## config.mk

```make
export PLATFORM = sky130hd
export DESIGN_NAME = multicycle_control
export DESIGN_NICKNAME = d
export VERILOG_FILES = /design/src/rtl/rv_ctrl_pkg.sv /design/src/rtl/alu_control.sv /design/src/rtl/multicycle_control.sv
export SDC_FILE = /design/constraint.sdc
export NUM_CORES = 1
export LEC_CHECK = 0
export CORE_AREA = 2 2 59 61
export CTS_CLUSTER_DIAMETER = 80
export DETAILED_ROUTE_END_ITERATION = 12
export DIE_AREA = 0 0 61 63
export HOLD_SLACK_MARGIN = 0.12
export PLACE_DENSITY = 0.78
export SLEW_MARGIN = 20
export SYNTH_ARGS = -nofsm -noshare
export SYNTH_HDL_FRONTEND = slang
export SYNTH_SLANG_ARGS = --single-unit
```

## constraint.sdc

```tcl
create_clock -name clk -period 2.9 [get_ports clk]
set_input_delay 0.87 -clock clk [delete_from_list [all_inputs] [get_ports clk]]
set_output_delay 0.87 -clock clk [all_outputs]
set_load 0.02 [all_outputs]
```

## src/rtl/rv_ctrl_pkg.sv

```systemverilog
// Shared constants and types for the RV32I-subset multi-cycle control unit:
// opcode map, FSM state codes, ALU operation codes and the control-word layout.
package rv_ctrl_pkg;

  localparam logic [6:0] OPC_R      = 7'b0110011;
  localparam logic [6:0] OPC_IALU   = 7'b0010011;
  localparam logic [6:0] OPC_LW     = 7'b0000011;
  localparam logic [6:0] OPC_SW     = 7'b0100011;
  localparam logic [6:0] OPC_BRANCH = 7'b1100011;

  typedef enum logic [2:0] {
    ST_FETCH  = 3'd0,
    ST_DECODE = 3'd1,
    ST_EXEC   = 3'd2,
    ST_MEM    = 3'd3,
    ST_WB     = 3'd4,
    ST_TRAP   = 3'd5
  } state_e;

  localparam logic [3:0] ALU_ADD  = 4'd0;
  localparam logic [3:0] ALU_SUB  = 4'd1;
  localparam logic [3:0] ALU_AND  = 4'd2;
  localparam logic [3:0] ALU_OR   = 4'd3;
  localparam logic [3:0] ALU_XOR  = 4'd4;
  localparam logic [3:0] ALU_SLL  = 4'd5;
  localparam logic [3:0] ALU_SRL  = 4'd6;
  localparam logic [3:0] ALU_SRA  = 4'd7;
  localparam logic [3:0] ALU_SLT  = 4'd8;
  localparam logic [3:0] ALU_SLTU = 4'd9;

  typedef enum logic [1:0] {
    CLS_R,
    CLS_IALU,
    CLS_MEM,
    CLS_BRANCH
  } op_class_e;

  // Everything the datapath sees, gathered so reset can blank it in one place.
  typedef struct packed {
    logic       mem_req;
    logic       mem_we;
    logic       iord;
    logic       ir_write;
    logic       pc_write;
    logic       pc_src;
    logic       alu_src_b;
    logic [3:0] alu_ctrl;
    logic       reg_write;
    logic       mem_to_reg;
    logic       illegal;
  } ctrl_t;

  function automatic logic is_legal_opcode(input logic [6:0] op);
    return op inside {OPC_R, OPC_IALU, OPC_LW, OPC_SW, OPC_BRANCH};
  endfunction

  function automatic op_class_e op_class(input logic [6:0] op);
    case (op)
      OPC_IALU:       return CLS_IALU;
      OPC_LW, OPC_SW: return CLS_MEM;
      OPC_BRANCH:     return CLS_BRANCH;
      default:        return CLS_R;
    endcase
  endfunction

endpackage

```

## src/rtl/alu_control.sv

```systemverilog
// ALU operation decode from funct3, funct7[5] and the instruction class.
module alu_control
  import rv_ctrl_pkg::*;
(
  input  logic [2:0] funct3_i,
  input  logic       funct7_5_i,
  input  op_class_e  op_class_i,
  output logic [3:0] alu_ctrl_o
);

  always_comb begin
    // NOTE: default first so no path through the cases leaves the output unassigned (no latch).
    alu_ctrl_o = ALU_ADD;
    case (op_class_i)
      CLS_MEM:    alu_ctrl_o = ALU_ADD;
      CLS_BRANCH: alu_ctrl_o = ALU_SUB;
      default: begin
        case (funct3_i)
          // Immediate forms have no SUBI; funct7[5] is immediate data there.
          3'b000:  alu_ctrl_o = (op_class_i == CLS_R && funct7_5_i) ? ALU_SUB : ALU_ADD;
          3'b001:  alu_ctrl_o = ALU_SLL;
          3'b010:  alu_ctrl_o = ALU_SLT;
          3'b011:  alu_ctrl_o = ALU_SLTU;
          3'b100:  alu_ctrl_o = ALU_XOR;
          3'b101:  alu_ctrl_o = funct7_5_i ? ALU_SRA : ALU_SRL;
          3'b110:  alu_ctrl_o = ALU_OR;
          default: alu_ctrl_o = ALU_AND;
        endcase
      end
    endcase
  end

endmodule

```

## src/rtl/multicycle_control.sv

```systemverilog
// Multi-cycle FETCH/DECODE/EXEC/MEM/WB sequencer sharing one memory port,
// with a per-access wait timeout and a sticky trap state.
module multicycle_control
  import rv_ctrl_pkg::*;
#(
  parameter int WAIT_MAX = 255
) (
  input  logic       clk,
  input  logic       reset,
  input  logic [6:0] opcode,
  input  logic [2:0] funct3,
  input  logic [6:0] funct7,
  input  logic       zero,
  input  logic       mem_ready,
  output logic       mem_req,
  output logic       mem_we,
  output logic       iord,
  output logic       ir_write,
  output logic       pc_write,
  output logic       pc_src,
  output logic       alu_src_b,
  output logic [3:0] alu_ctrl,
  output logic       reg_write,
  output logic       mem_to_reg,
  output logic       illegal,
  output logic [2:0] state
);

  localparam bit         TIMEOUT_EN = (WAIT_MAX != 0);
  localparam logic [8:0] WAIT_LIM   = 9'(WAIT_MAX);

  state_e     state_q, state_d;
  logic [6:0] op_q;
  logic [2:0] f3_q;
  logic [6:0] f7_q;
  logic [7:0] wait_q, wait_d;

  ctrl_t      ctl, ctl_o;
  op_class_e  cls;
  logic [3:0] alu_op;
  logic       is_lw, is_sw;
  logic       br_ok, br_taken;
  logic       wait_inc;
  logic       unused_f7;

  assign cls      = op_class(op_q);
  assign is_lw    = (op_q == OPC_LW);
  assign is_sw    = (op_q == OPC_SW);
  assign br_ok    = (f3_q == 3'b000) || (f3_q == 3'b001);
  assign br_taken = (f3_q == 3'b000) ? zero : !zero;

  // Only funct7[5] steers the ALU; the remaining latched bits are kept for debug.
  assign unused_f7 = ^{f7_q[6], f7_q[4:0]};

  alu_control u_alu_control (
    .funct3_i   (f3_q),
    .funct7_5_i (f7_q[5]),
    .op_class_i (cls),
    .alu_ctrl_o (alu_op)
  );

  always_comb begin
    ctl     = '0;
    state_d = state_q;
    unique case (state_q)
      ST_FETCH: begin
        ctl.mem_req = 1'b1;
        if (mem_ready) begin
          ctl.ir_write = 1'b1;
          ctl.pc_write = 1'b1;
          state_d      = ST_DECODE;
        end
      end
      ST_DECODE: state_d = is_legal_opcode(opcode) ? ST_EXEC : ST_TRAP;
      ST_EXEC: begin
        ctl.alu_ctrl = alu_op;
        unique case (cls)
          CLS_R: state_d = ST_WB;
          CLS_IALU: begin
            ctl.alu_src_b = 1'b1;
            state_d       = ST_WB;
          end
          CLS_MEM: begin
            ctl.alu_src_b = 1'b1;
            state_d       = ST_MEM;
          end
          CLS_BRANCH: begin
            if (br_ok) begin
              ctl.pc_write = br_taken;
              ctl.pc_src   = br_taken;
              state_d      = ST_FETCH;
            end else begin
              state_d = ST_TRAP;
            end
          end
        endcase
      end
      ST_MEM: begin
        ctl.mem_req = 1'b1;
        ctl.iord    = 1'b1;
        ctl.mem_we  = is_sw;
        if (mem_ready) state_d = is_sw ? ST_FETCH : ST_WB;
      end
      ST_WB: begin
        ctl.reg_write  = 1'b1;
        ctl.mem_to_reg = is_lw;
        state_d        = ST_FETCH;
      end
      ST_TRAP: ctl.illegal = 1'b1;
      default: state_d = ST_TRAP;
    endcase

    // A stalled cycle that would bring the count to the limit traps instead.
    wait_inc = ctl.mem_req && !mem_ready;
    if (TIMEOUT_EN && wait_inc && (({1'b0, wait_q} + 9'd1) == WAIT_LIM)) begin
      state_d = ST_TRAP;
    end

    wait_d = wait_q;
    if (state_d != state_q) begin
      wait_d = '0;
    end else if (wait_inc && wait_q != 8'hFF) begin
      wait_d = wait_q + 8'd1;
    end
  end

  always_ff @(posedge clk) begin
    // NOTE: state registers use non-blocking assignments so every flop samples pre-edge values.
    if (reset) begin
      state_q <= ST_FETCH;
      op_q    <= '0;
      f3_q    <= '0;
      f7_q    <= '0;
      wait_q  <= '0;
    end else begin
      state_q <= state_d;
      wait_q  <= wait_d;
      if (state_q == ST_DECODE) begin
        op_q <= opcode;
        f3_q <= funct3;
        f7_q <= funct7;
      end
    end
  end

  // Reset blanks every output combinationally so an in-flight access is dropped at once.
  assign ctl_o      = reset ? '0 : ctl;
  assign mem_req    = ctl_o.mem_req;
  assign mem_we     = ctl_o.mem_we;
  assign iord       = ctl_o.iord;
  assign ir_write   = ctl_o.ir_write;
  assign pc_write   = ctl_o.pc_write;
  assign pc_src     = ctl_o.pc_src;
  assign alu_src_b  = ctl_o.alu_src_b;
  assign alu_ctrl   = ctl_o.alu_ctrl;
  assign reg_write  = ctl_o.reg_write;
  assign mem_to_reg = ctl_o.mem_to_reg;
  assign illegal    = ctl_o.illegal;
  assign state      = reset ? 3'd0 : state_q;

endmodule

```

; Yosys cells after proc, flatten, opt, wreduce, memory -nomap -nowiden
; Cells that the tools add are included.
; Widths: inputs -> output; s select.
[op_classes]
n_addsub = 2
n_eq_ne = 26
muxes = 27
n_reduce_logical = 16
[ops]
columns = cell, n
row1 = $pmux 4 s7, 1
row2 = $eq 7x6->1 const B, 3
row3 = $mux 3, 7
row4 = $pmux 3 s6, 1
row5 = $eq 3x3->1 const B, 5
row6 = $eq 7x2->1 const B, 2
row7 = $eq 7x5->1 const B, 2
row8 = $eq 7x7->1 const B, 2
row9 = $mux 14, 1
row10 = $eq 3x2->1 const B, 4
row11 = $mux 2, 5
row12 = $reduce_or 2->1, 5
row13 = $add 8x1->9 const B, 1
row14 = $eq 9x8->1 const B, 1
row15 = $pmux 3 s3, 1
row16 = $add 8x1->8 const B, 1
row17 = $ne 8x8->1 const B, 1
row18 = $pmux 4 s2, 1
row19 = $mux 1, 7
row20 = $eq 3x1->1 const B, 2
row21 = $logic_not 3->1, 2
row22 = $mux 6, 1
row23 = $pmux 2 s3, 1
row24 = $reduce_bool 5->1, 1
row25 = 8 further kinds, 13
[word_totals]
ff_bits = 27
output_inout_bits = 17
word_cells = 76

; Longest topological paths before layout
[logic_depth]
word_depth = 10
mapped_depth = 13

; Hierarchy
; From an unflattened synthesis, not the netlist that was laid out.
[hier_totals]
cells_unflattened = 190
hier_area_um2 = 1579.0
[by_module_without_submodules]
columns = mod, instances, cells_per_inst, area_per_inst_um2, seq_area_each_um2
row1 = multicycle_control, 1, 177, 1501.4, 440.4
row2 = alu_control, 1, 13, 77.6, 0.0

; Worst setup path after synthesis
; Ideal clock, no wire load.
[synth_timing]
path_kind = input to output
from = input reset
to = output mem_to_reg
t_arrival_ps = 1884
required_ps = 2030
setup_slack_ps = 146
cell_stages = 3
path_buffers = 0
cell_sequence = nand2b_1 -> nor3_1 -> and3_1
[synth_via]
elab_chain_len = 1
[synth_lines]
columns = item, line_no
row1 = start: declaration, multicycle_control.sv:9  ; input logic reset,
row2 = $mux 14, multicycle_control.sv:147  ; assign ctl_o = reset ? '0 : ctl;
row3 = end: declaration, multicycle_control.sv:24  ; output logic mem_to_reg,
; No other way between the ends.

; Worst setup path after layout
[layout_timing]
from = register op_q[6]
to = output pc_write
[layout_via]
elab_chain_len = 7
word_cells_on_any_way = 10
[layout_lines]
columns = item, line_no
row1 = start: declaration, multicycle_control.sv:33  ; logic [6:0] op_q;
row2 = start signal: assignment, multicycle_control.sv:139  ; op_q <= opcode;
row3 = $eq 7x2->1 or $eq 7x6->1 (tied branches), rv_ctrl_pkg.sv:58  ; case (op)
row4 = $reduce_or 2->1, rv_ctrl_pkg.sv:58
row5 = $pmux 2 s3 (*), rv_ctrl_pkg.sv:58
row6 = $eq 2x2->1 (*), multicycle_control.sv:77  ; unique case (cls)
row7 = $mux 2 (*), multicycle_control.sv:77
row8 = $pmux 1 s2 (*), multicycle_control.sv:65  ; unique case (state_q)
row9 = $mux 14 (*), multicycle_control.sv:147
row10 = end: declaration, multicycle_control.sv:19  ; output logic pc_write,
; Every way passes the cells marked *; elsewhere a longest branch is shown, timed or not.

==> results.json <==
{
  "status": "finished, violations left",
  "violations": "negative setup slack",
  "crit_chain": "inv_2 > or3_1 > a21o_1 > buf_4 > buf_6 > inv_4 > ha_4 > and4_4 > or2_4 > buf_6",
  "drt_iter0_drc": 59,
  "area_growth_pct": 49.5,
  "synthTopCellsByArea": "dfxtp_1, mux2i_1, nor2_1",
  "cts_buffers": 3,
  "cts.reportedPaths.clkPinSlew_ps": 130,
  "setup_viol": 2,
  "synth-edff-count": 0,
  "grt_max_degree": 14,
  "dpl_cell_area_sq_um": 2100,
  "ant_nets": 0,
  "cpLargestDelayFamily": "simple AND/OR/NAND/NOR gates",
  "htreeDepth": 1,
  "async_flop_share": 0,
  "drive_gt1_frac": 0.308,
  "finish.utilization": 0.700,
  "yosys_most_used_dff": "dfxtp_1",
  "endpoint_kind": "primary output",
  "core-area_sq_um": 3230,
  "worst_skew_pair.late_latency_ps": 310,
  "hp-class": "reg2reg",
  "vdd_drop_max_mv": 0.244,
  "cp.arrival_ps": 2100,
  "seq_area_frac_synth": 0.291,
  "slew_headroom": 0.742,
  "rows": 21,
  "crit_end": "pc_write",
  "vias": 1549,
  "die_y_um": 63,
  "die_width_um": 61,
  "syn_area_sq_um": 1510,
  "fill_cells": 288,
  "track_usage": 0.207,
  "start_kind": "flop",
  "fin_area_sq_um": 2260,
  "drc_errors": 0,
  "worst_pin_slew_ps": 384,
  "cpMostUsedCell": "buf_6",
  "synth_top_area_frac": 0.291,
  "cpPeakStageDelay_ps": 360,
  "period_minus_slack_ps": 2970,
  "wl_per_cell_um": 12.7,
  "dieArea_sq_um": 3840,
  "synth_warnings": 0,
  "rr_endpoint": "wait_q[3]",
  "slew_violations": 0,
  "maxCapViolCount": 0,
  "yosysUniqueCellTypes": 48,
  "crit_path_top_delay_cell": "or3_1",
  "grt_pass1_wl_um": 6130,
  "worstReg2RegStart": "op_q[2]",
  "nNetsFinal": 281,
  "cts_tree": "yes",
  "seq_area_sq_um": 442,
  "hold_viol": 0,
  "finalWorstSetupSlack_ps": -66.1,
  "drt-vias-per-instance": 5.18,
  "crit_cells": 10,
  "cp_num_buf_inv": 5,
  "multi_input_area_sq_um": 1090,
  "whs_path_depth": 2,
  "path_max_fanout": 3,
  "p_leak_nw": 0.944,
  "clock_path_buffers": 2,
  "hold_buffers": 0,
  "ff2ff_setup_slack_ps": 190,
  "r2r_cells": 15,
  "portBuffers": 31,
  "antenna_found_initial": 0,
  "max_freq_ghz": 0.337,
  "cts.sinks": 22,
  "synth_area_leader_cell": "dfxtp_1",
  "post-route-period-util": 1.02,
  "initial_utilization": 0.468,
  "cp.required_ps": 2030,
  "avgSynthCellArea_sq_um": 8.10,
  "clk_root_buffer_cell": "clkbuf_4",
  "path_class": "reg2out",
  "grt_pass1_vias": 1435,
  "io-pin-count": 38,
  "clock_skew_ps": 5.69,
  "drt_wl_total_um": 3790,
  "overflow": 0,
  "dp.final_hpwl_um": 2850,
  "place_congestion": 0.886,
  "drt_first_pass_iters": 4,
  "startpoint": "op_q[6]",
  "rsz0062_at_grt": "yes",
  "synth_fp_nets": 214,
  "ys_ff_latch": 22,
  "postSynthCellCount": 187,
  "powerDensity_nw_per_um2": 356,
  "diodes": 0
}
-- cell usage in the layout, fill, tap and decap left out, types with 4 or more instances in the layout --
| cell type | synthesis | layout |
|---|---|---|
| buf_4 | 2 | 41 |
| xor2_1 | 5 | 5 |
| a21oi_1 | 6 | 6 |
| nor2_1 | 31 | 30 |
| nor2b_1 | 4 | 4 |
| nor3_2 | 0 | 4 |
| dfxtp_1 | 22 | 21 |
| mux2i_1 | 12 | 12 |
| inv_1 | 9 | 6 |
| nor3_1 | 17 | 13 |
| o21ai_1 | 3 | 5 |
| and3_1 | 4 | 4 |
| nand3_1 | 9 | 9 |
| nand2b_1 | 4 | 4 |
| clkdlybuf4s50_1 | 0 | 13 |
| dlygate4sd2_1 | 0 | 9 |
| nand2_1 | 4 | 4 |
-- synthesized netlist by cell type, drive strengths merged (2+ instances only) --
library cell,count
nand3b,2
nor2b,4
and4b,2
clkbuf,3
buf,6
mux2i,12
xor2,5
nand4,2
nand2b,5
dfxtp,22
nor2,31
o21ai,8
a211oi,2
or3,3
inv,9
a21oi,6
nand3,9
nand2,5
ha,6
nor3b,2
and3,4
nor4,2
xnor2,3
nor3,17
-- layout make-up --
cell class / instances / area share
Tap cell: 46 / 0.0254
Clock inverter: 1 / 0.0133
Multi-Input combinational cell: 147 / 0.481
Timing Repair Buffer: 71 / 0.259
Sequential cell: 22 / 0.195
Clock buffer: 3 / 0.00995
Inverter: 9 / 0.0160
-- worst min path at each step --
| stage | startpoint | to |
|---|---|---|
| 2_1_floorplan | op_q[2] | op_q[2] |
| 5_1_grt | op_q[2] | op_q[2] |
| 4_1_cts | op_q[2] | op_q[2] |
| 3_3_place_gp | op_q[2] | op_q[2] |
| 6_report | op_q[2] | op_q[2] |
| 3_5_place_dp | op_q[2] | op_q[2] |
-- cell families (layout without fill, tap and decap cells) --
| family | count (synthesis) | after routing | synth area share |
|---|---|---|---|
| compound gates | 28 | 28 | 0.136 |
| mux | 12 | 12 | 0.0793 |
| buf+inv | 18 | 84 | 0.0554 |
| xor+xnor | 8 | 8 | 0.0512 |
| flops | 22 | 22 | 0.291 |
| simple gates | 93 | 93 | 0.338 |
| fa+ha+maj | 6 | 6 | 0.0496 |
-- flip-flops by register name (all words and copies together) (netlist names) --
name	count
op_q	7
f7_q	1
state_q	3
f3_q	3
wait_q	8
-- worst reg2reg max path: cells and delay by family (launching register included) --
kind            cells  cell delay (ps)
flops               1              360
simple gates        4              810
compound gates      5              780
buf+inv             5              550
fa+ha+maj           1              150
-- metrics by stage --
step | setup WS [ps] | TNS (ps) | hold slack, ps | total power [W] | instances
floorplan | 146 | 0 | 452 | 0.000463 | 187
global placement | -551 | -9230 | 471 | 0.000560 | 291
detailed placement | -565 | -9540 | 481 | 0.000564 | 291
CTS | -74.1 | -74.1 | 526 | 0.000806 | 295
global route | -219 | -533 | 557 | 0.000855 | 299
finish | -66.1 | -112 | 531 | 0.000807 | 299
-- power breakdown --
part	total [W]	switching, W	internal [W]	leakage (nW)
Clock	0.000234	0.0000947	0.000140	0.0279
Combinational	0.000233	0.000113	0.000121	0.736
Sequential	0.000339	0.0000201	0.000319	0.179
Total	0.000807	0.000227	0.000579	0.944
-- layer usage --
metal  vias up  GRT usage  share of wire
li1        798          -              -
met1       703      0.250           0.43
met2        38      0.344           0.50
met3        10     0.0269          0.034
met4         0      0.109          0.029
met5         -          0              0
-- what timing repair did --
action                                 CTS  global route
cloned                                   0             0
buffers inserted                         0             5
gates resized for setup                 51            25
setup endpoints to repair               24            18
endpoints found under the hold margin    0             0
pin swaps                                3             6
Note: power is estimated with default switching activity, not from simulation.
